[config.mk]
export PLATFORM = sky130hd
export DESIGN_NAME = sram_port_arbiter
export DESIGN_NICKNAME = d
export VERILOG_FILES = /design/src/rtl/sram_port_arbiter.sv
export SDC_FILE = /design/constraint.sdc
export NUM_CORES = 1
export LEC_CHECK = 0
export CAP_MARGIN = 20
export CORE_AREA = 2 2 125 127
export DETAILED_ROUTE_END_ITERATION = 10
export DIE_AREA = 0 0 127 129
export PLACE_DENSITY = 0.66
export SETUP_SLACK_MARGIN = 0.4
export SYNTH_ARGS = -nofsm -noshare
export SYNTH_HDL_FRONTEND = slang
export SYNTH_SLANG_ARGS = --single-unit
[constraint.sdc]
create_clock -name clk -period 5.5 [get_ports clk]
set_input_delay 1.375 -clock clk [delete_from_list [all_inputs] [get_ports clk]]
set_output_delay 1.375 -clock clk [all_outputs]
set_load 0.005 [all_outputs]
[src/rtl/sram_port_arbiter.sv]
// Merges the inst (m0) and data (m1) sram-like ports into one request stream.
// Data has priority, and a stalled request keeps the port until it is accepted. Responses go back to owners in order.
module sram_port_arbiter #(
  parameter int OUTST = 4
) (
  input  logic        clk,
  input  logic        resetn,
  input  logic        m0_req,
  input  logic        m0_wr,
  input  logic [1:0]  m0_size,
  input  logic [3:0]  m0_wstrb,
  input  logic [31:0] m0_addr,
  input  logic [31:0] m0_wdata,
  output logic        m0_addr_ok,
  output logic        m0_data_ok,
  output logic [31:0] m0_rdata,
  input  logic        m1_req,
  input  logic        m1_wr,
  input  logic [1:0]  m1_size,
  input  logic [3:0]  m1_wstrb,
  input  logic [31:0] m1_addr,
  input  logic [31:0] m1_wdata,
  output logic        m1_addr_ok,
  output logic        m1_data_ok,
  output logic [31:0] m1_rdata,
  output logic        s_req,
  output logic        s_wr,
  output logic [1:0]  s_size,
  output logic [3:0]  s_wstrb,
  output logic [31:0] s_addr,
  output logic [31:0] s_wdata,
  input  logic        s_addr_ok,
  input  logic        s_data_ok,
  input  logic [31:0] s_rdata
);
  // state  | meaning
  // IDLE   | no stalled request; m1 wins if it requests, otherwise m0
  // LOCK_I | m0 was presented and not accepted; it keeps the port
  // LOCK_D | m1 was presented and not accepted; it keeps the port
  typedef enum logic [1:0] {IDLE, LOCK_I, LOCK_D} state_t;

  localparam int PW = $clog2(OUTST);
  localparam int CW = PW + 1;

  state_t          state, state_nxt;
  logic [OUTST-1:0] owner_q;
  logic [PW-1:0]   wr_ptr, rd_ptr;
  logic [CW-1:0]   cnt;
  logic            full, sel_m1, sel_req, accept, pop, head_m1;

  always_comb begin
    sel_m1  = (state == LOCK_D) || ((state == IDLE) && m1_req);
    sel_req = sel_m1 ? m1_req : m0_req;
    full    = (cnt == CW'(OUTST));
    s_req   = resetn & sel_req & ~full;
    accept  = s_req & s_addr_ok;
    s_wr    = 1'b0;
    s_size  = '0;
    s_wstrb = '0;
    s_addr  = '0;
    s_wdata = '0;
    if (resetn && sel_req) begin
      s_wr    = sel_m1 ? m1_wr    : m0_wr;
      s_size  = sel_m1 ? m1_size  : m0_size;
      s_wstrb = sel_m1 ? m1_wstrb : m0_wstrb;
      s_addr  = sel_m1 ? m1_addr  : m0_addr;
      s_wdata = sel_m1 ? m1_wdata : m0_wdata;
    end
    m0_addr_ok = accept & ~sel_m1;
    m1_addr_ok = accept & sel_m1;
    // A response with nothing outstanding is dropped.
    pop        = resetn & s_data_ok & (cnt != '0);
    head_m1    = owner_q[rd_ptr];
    m0_data_ok = pop & ~head_m1;
    m1_data_ok = pop & head_m1;
    m0_rdata   = resetn ? s_rdata : '0;
    m1_rdata   = resetn ? s_rdata : '0;
  end

  always_comb begin
    state_nxt = state;
    case (state)
      IDLE:           if (sel_req && !accept) state_nxt = sel_m1 ? LOCK_D : LOCK_I;
      LOCK_I, LOCK_D: if (accept) state_nxt = IDLE;
      default:        state_nxt = IDLE;
    endcase
  end

  always_ff @(posedge clk or negedge resetn) begin
    if (!resetn) begin
      state   <= IDLE;
      owner_q <= '0;
      wr_ptr  <= '0;
      rd_ptr  <= '0;
      cnt     <= '0;
    end else begin
      state <= state_nxt;
      if (accept) begin
        owner_q[wr_ptr] <= sel_m1;
        wr_ptr          <= wr_ptr + PW'(1);
      end
      if (pop) rd_ptr <= rd_ptr + PW'(1);
      case ({accept, pop})
        2'b10:   cnt <= cnt + CW'(1);
        2'b01:   cnt <= cnt - CW'(1);
        default: cnt <= cnt;
      endcase
    end
  end
endmodule

Word-level counts from Yosys, hierarchy flattened --
Index checks and enable logic that the tools add are counted.
Word-level totals: latch bits 0, output and inout port bits 140, bits in read-only memories 0, memories 0, register bits after elaboration 13, memory bits (writable) 0
Cells by class: reductions and logical operators 11, muxes and demuxes 22, multiply operators 0, bitwise logic cells 12, eq/ne operators 7, shift-type cells 0, add/subtract/negate cells 4, div/mod/pow operators 0, magnitude comparators 3
Operators with widths (number):
- $mux W32 | 5
- $mux W2 | 5
- $and A1 B1 Y1 | 9
- $mux W4 | 2
- $lt A2 B3 Y1 const B | 2
- $pmux W3 S2 | 1
- $mux W1 | 5
- $add A2 B1 Y2 const B | 2
- $bwmux W4 | 1
- $eq A2 B1 Y1 const B | 2
- $eq A2 B2 Y1 const B | 2
- $logic_and A1 B1 Y1 | 4
- $pmux W2 S2 | 1
- $add A3 B1 Y3 const B | 1
- $eq A3 B3 Y1 const B | 1
- $not A1 Y1 | 3
- $reduce_bool A3 Y1 | 1
- $sub A3 B1 Y3 const B | 1
- $bmux W1 S2 | 1
- $demux W1 S2 | 1
- $ge A2 B1 Y1 const B | 1
- $logic_not A2 Y1 | 1
- $ne A2 B1 Y1 const B | 1
- $ne A2 B2 Y1 const B | 1
- 5 further kinds | 5

Depth between registers and ports, before layout --
depth after elaboration 11, gate-level depth with buffers 12, gate-level depth less buffers 11

Worst setup path after synthesis --
OpenSTA, ideal clock, no wires.
path kind input -> output, from in resetn, to out m0_addr_ok, setup slack 1.944 ns, arrival time 2.181 ns, stages 6, buffers on the path 2, path through buf_2 > nand2_1 > a211oi_4 > buf_4 > inv_1 > nor2_1
Between the ends: cells in the longest elaborated chain, start to end 4
RTL lines:
- start, declared | RTL line 7 | input logic resetn,
- $and A1 B1 Y1 (2 in series) | RTL line 55 | s_req = resetn & sel_req & ~full;
- $and A1 B1 Y1 | RTL line 56 | accept = s_req & s_addr_ok;
- $and A1 B1 Y1 | RTL line 69 | m0_addr_ok = accept & ~sel_m1;
- end, declared | RTL line 14 | output logic m0_addr_ok,
Every way passes these cells.

Worst setup path in the final report --
from in m1_req, to out s_addr[31]
Between the ends: cells in the longest elaborated chain, start to end 5, elaborated cells on any way between the ends 6, classes of those cells mux: 3; reduce/logical: 3
RTL lines:
- start, declared | RTL line 17 | input logic m1_req,
- $logic_and A1 B1 Y1 | RTL line 52 | sel_m1 = (state == LOCK_D) || ((state == IDLE) && m1_req);
- $logic_or A1 B1 Y1 | RTL line 52
- $mux W1 | RTL line 53 | sel_req = sel_m1 ? m1_req : m0_req;
- $logic_and A1 B1 Y1 | RTL line 62 | if (resetn && sel_req) begin
- $mux W32 (*) | RTL line 62
- end, declared | RTL line 30 | output logic [31:0] s_addr,
Every way passes the cells marked *; elsewhere a longest branch is shown, timed or not.

==> impl_metrics.json <==
{
  "post-route-util_pct": 36.52,
  "port_buffers": 319,
  "cts_made_buffers": 3,
  "critPathKind": "in2out",
  "grt_max_degree": 60,
  "synth_top_area_share_pct": 25.15,
  "postRouteAntennaNets": 0,
  "synth.area.mux_share_pct": 1.006,
  "synth-edff-count": 0,
  "ys_warn_count": 0,
  "cts_root_buf": "clkbuf_16",
  "via_per_inst": 4.019,
  "post_cts_resized": 0,
  "wirelength_mm": 11.32,
  "crit_top_cell": "clkdlybuf4s50_1",
  "antenna_found_initial": 0,
  "slowest_delay_ns": 0.63,
  "p_leak_uw": 0.002140,
  "routedWlPerCell_um": 13.45,
  "skew_ns": 0.002814,
  "clock_path_buffers": 2,
  "drcViolationCount": 0,
  "rsz0062_at_grt": "no",
  "worstMarginPinSlew_ns": 0.4669,
  "finalCritPeriodShare_pct": 88.36,
  "hold_ws_ns": 0.4791,
  "worstPathMaxFanout": 40,
  "synth-compound-area-share_pct": 22.08,
  "final_layout_size_suffix_gt1_share_pct": 2.905,
  "yosysMostFrequentCell": "nand2_1",
  "vdd_ir_drop_max_mv": 0.1560,
  "synth-xor-area-share_pct": 2.348,
  "min_period_ns": 4.860,
  "die_w_um": 127,
  "path_clk_slew_ns": 0.04,
  "syn_to_final_growth_pct": 144.3,
  "r2r_slack_ns": 2.94,
  "cp_num_buf_inv": 3,
  "synth_cell_type_count": 28,
  "synthAdderAreaFrac_pct": 4.807,
  "htree_levels": 1,
  "cts-hold-fix-buffers": 0,
  "drt-initial-drc-count": 158,
  "tns_ns": 0,
  "place.gp.congestion": 0.7564,
  "synth_area_um2": 2238,
  "p_per_area_nw_per_um2": 270.9,
  "worst_setup_path_end_kind": "primary output",
  "synth_seq_cells": 13,
  "fp-row-count": 45,
  "pre_cts_slack_ns": 0.6692,
  "outcome": "complete, no violations",
  "core_area_um2": 14980,
  "fin_ws_ns": 0.6400,
  "synth_top_family_by_area": "simple AND/OR/NAND/NOR gates",
  "hold_path.class": "reg2reg",
  "maxCapViolCount": 0,
  "hold_viol_final": 0,
  "critPathTopFamily": "buffers and inverters",
  "grt_pass1_vias": 3074,
  "yosys.area_share.simple_pct": 37.12,
  "ys_seq_area_share_pct": 14.53,
  "finalMaxSlewViolations": 0,
  "syn_nets": 570,
  "crit_chain": "clkdlybuf4s50_1, a21o_2, buf_4, nand2_1, a21oi_1, clkdlybuf4s50_1",
  "firstDrtPassIters": 4,
  "finalSetupViolations": 0,
  "final_nets": 843,
  "num_vias": 3384,
  "syn_inst": 382,
  "ys.flop_type": "dfrtp_1",
  "die_y_um": 129,
  "io_pins": 320,
  "hpwl_mm": 9.225,
  "overflow": 0,
  "avgSynthCellArea_um2": 5.860,
  "max_freq_mhz": 205.8,
  "post-cts-setup-buffer-count": 0,
  "antennaDiodeCount": 0,
  "dieArea_um2": 16380,
  "start_kind": "input pin",
  "groute.usage.overall_pct": 12.23,
  "clk_latency_ns": 0.24,
  "slowest_stage": "clkdlybuf4s50_1",
  "synth_area_leaders": "nand2_1 25%, a21oi_1 17%, dfrtp_1 15%",
  "cts.sinks": 13,
  "start_util_pct": 14.95,
  "worst-endpoint-required_ns": 4.12,
  "slew_headroom_pct": 68.38,
  "ys_top_cells_by_count": "150 x nand2_1, 77 x a21oi_1, 33 x and2_1, 33 x buf_4, 18 x buf_2",
  "grt_pass1_wl_mm": 16.33,
  "cp.arrival_ns": 3.48,
  "cts_tree": "built",
  "synthArstFlopShare_pct": 100.0,
  "synth_top_area_cell": "nand2_1"
}
[registers in the layout, summed over array words and instances, names as in the netlist]
| register | count |
|---|---|
| state | 2 |
| owner_q | 4 |
| rd_ptr | 2 |
| cnt | 3 |
| wr_ptr | 2 |
[cells in the final DEF, fill, tap and decap left out, types with 2 or more instances in the layout]
cell type and instances:
inv_1 9, o21ai_0 3, xor2_1 2, clkdlybuf4s50_1 319, buf_4 8, and2_1 33
a21oi_1 76, xnor2_1 4, a31oi_1 4, clkbuf_16 3, ha_1 7, nand2_1 149
dfrtp_1 13, nor2_1 5
[final timing paths]
path	endpoint	start	cells after the start
max	s_addr[31]	m1_req	6
min	rd_ptr[1]	rd_ptr[1]	1
max reg2reg	cnt[2]	state[0]	12
min reg2reg	rd_ptr[1]	rd_ptr[1]	1
max in group asynchronous	rd_ptr[1]	resetn	2
min in group asynchronous	owner_q[3]	resetn	2
[final cells by class]
cell class                      instances  area, µm²
Tap cell                              188      235.2
Timing Repair Buffer                  328       3273
Clock buffer                            4      78.83
Inverter                                9      33.78
Sequential cell                        13      325.3
Fill cell                            1576       9508
Multi-Input combinational cell        300       1523
[cells by family (layout without fill, tap and decap cells)]
| kind of cell | after synthesis | after routing |
|---|---|---|
| buffers and inverters | 69 | 341 |
| XOR/XNOR | 6 | 6 |
| adder cells (fa/ha/maj) | 8 | 8 |
| flip-flops | 13 | 13 |
| AO/OA/AOI/OAI | 91 | 91 |
| AND/OR/NAND/NOR | 194 | 194 |
| multiplexers | 1 | 1 |
[layer usage]
layer	up-vias	part of all wire (%)	track usage, %
met5	-	0	0
met4	0	0.57	1.939
met3	4	8.7	1.996
met2	180	51	21.95
met1	1461	40	15.74
li1	1739	-	-
[power by group]
| part | internal [µW] | switching, µW |
|---|---|---|
| combinational | 601 | 561 |
| sequential | 144 | 39.6 |
| clock | 97.6 | 38.3 |
[per-stage QoR]
stage                     total power [µW]  area [µm²]  std cells
after CTS                             1504        5469        842
final                                 1482        5469        842
after detailed placement              1360        5390        838
after global routing                  1623        5469        842
after floorplan                      779.6        2238        382
after global placement                1355        5390        838
Power figures use the tool's default switching activity.
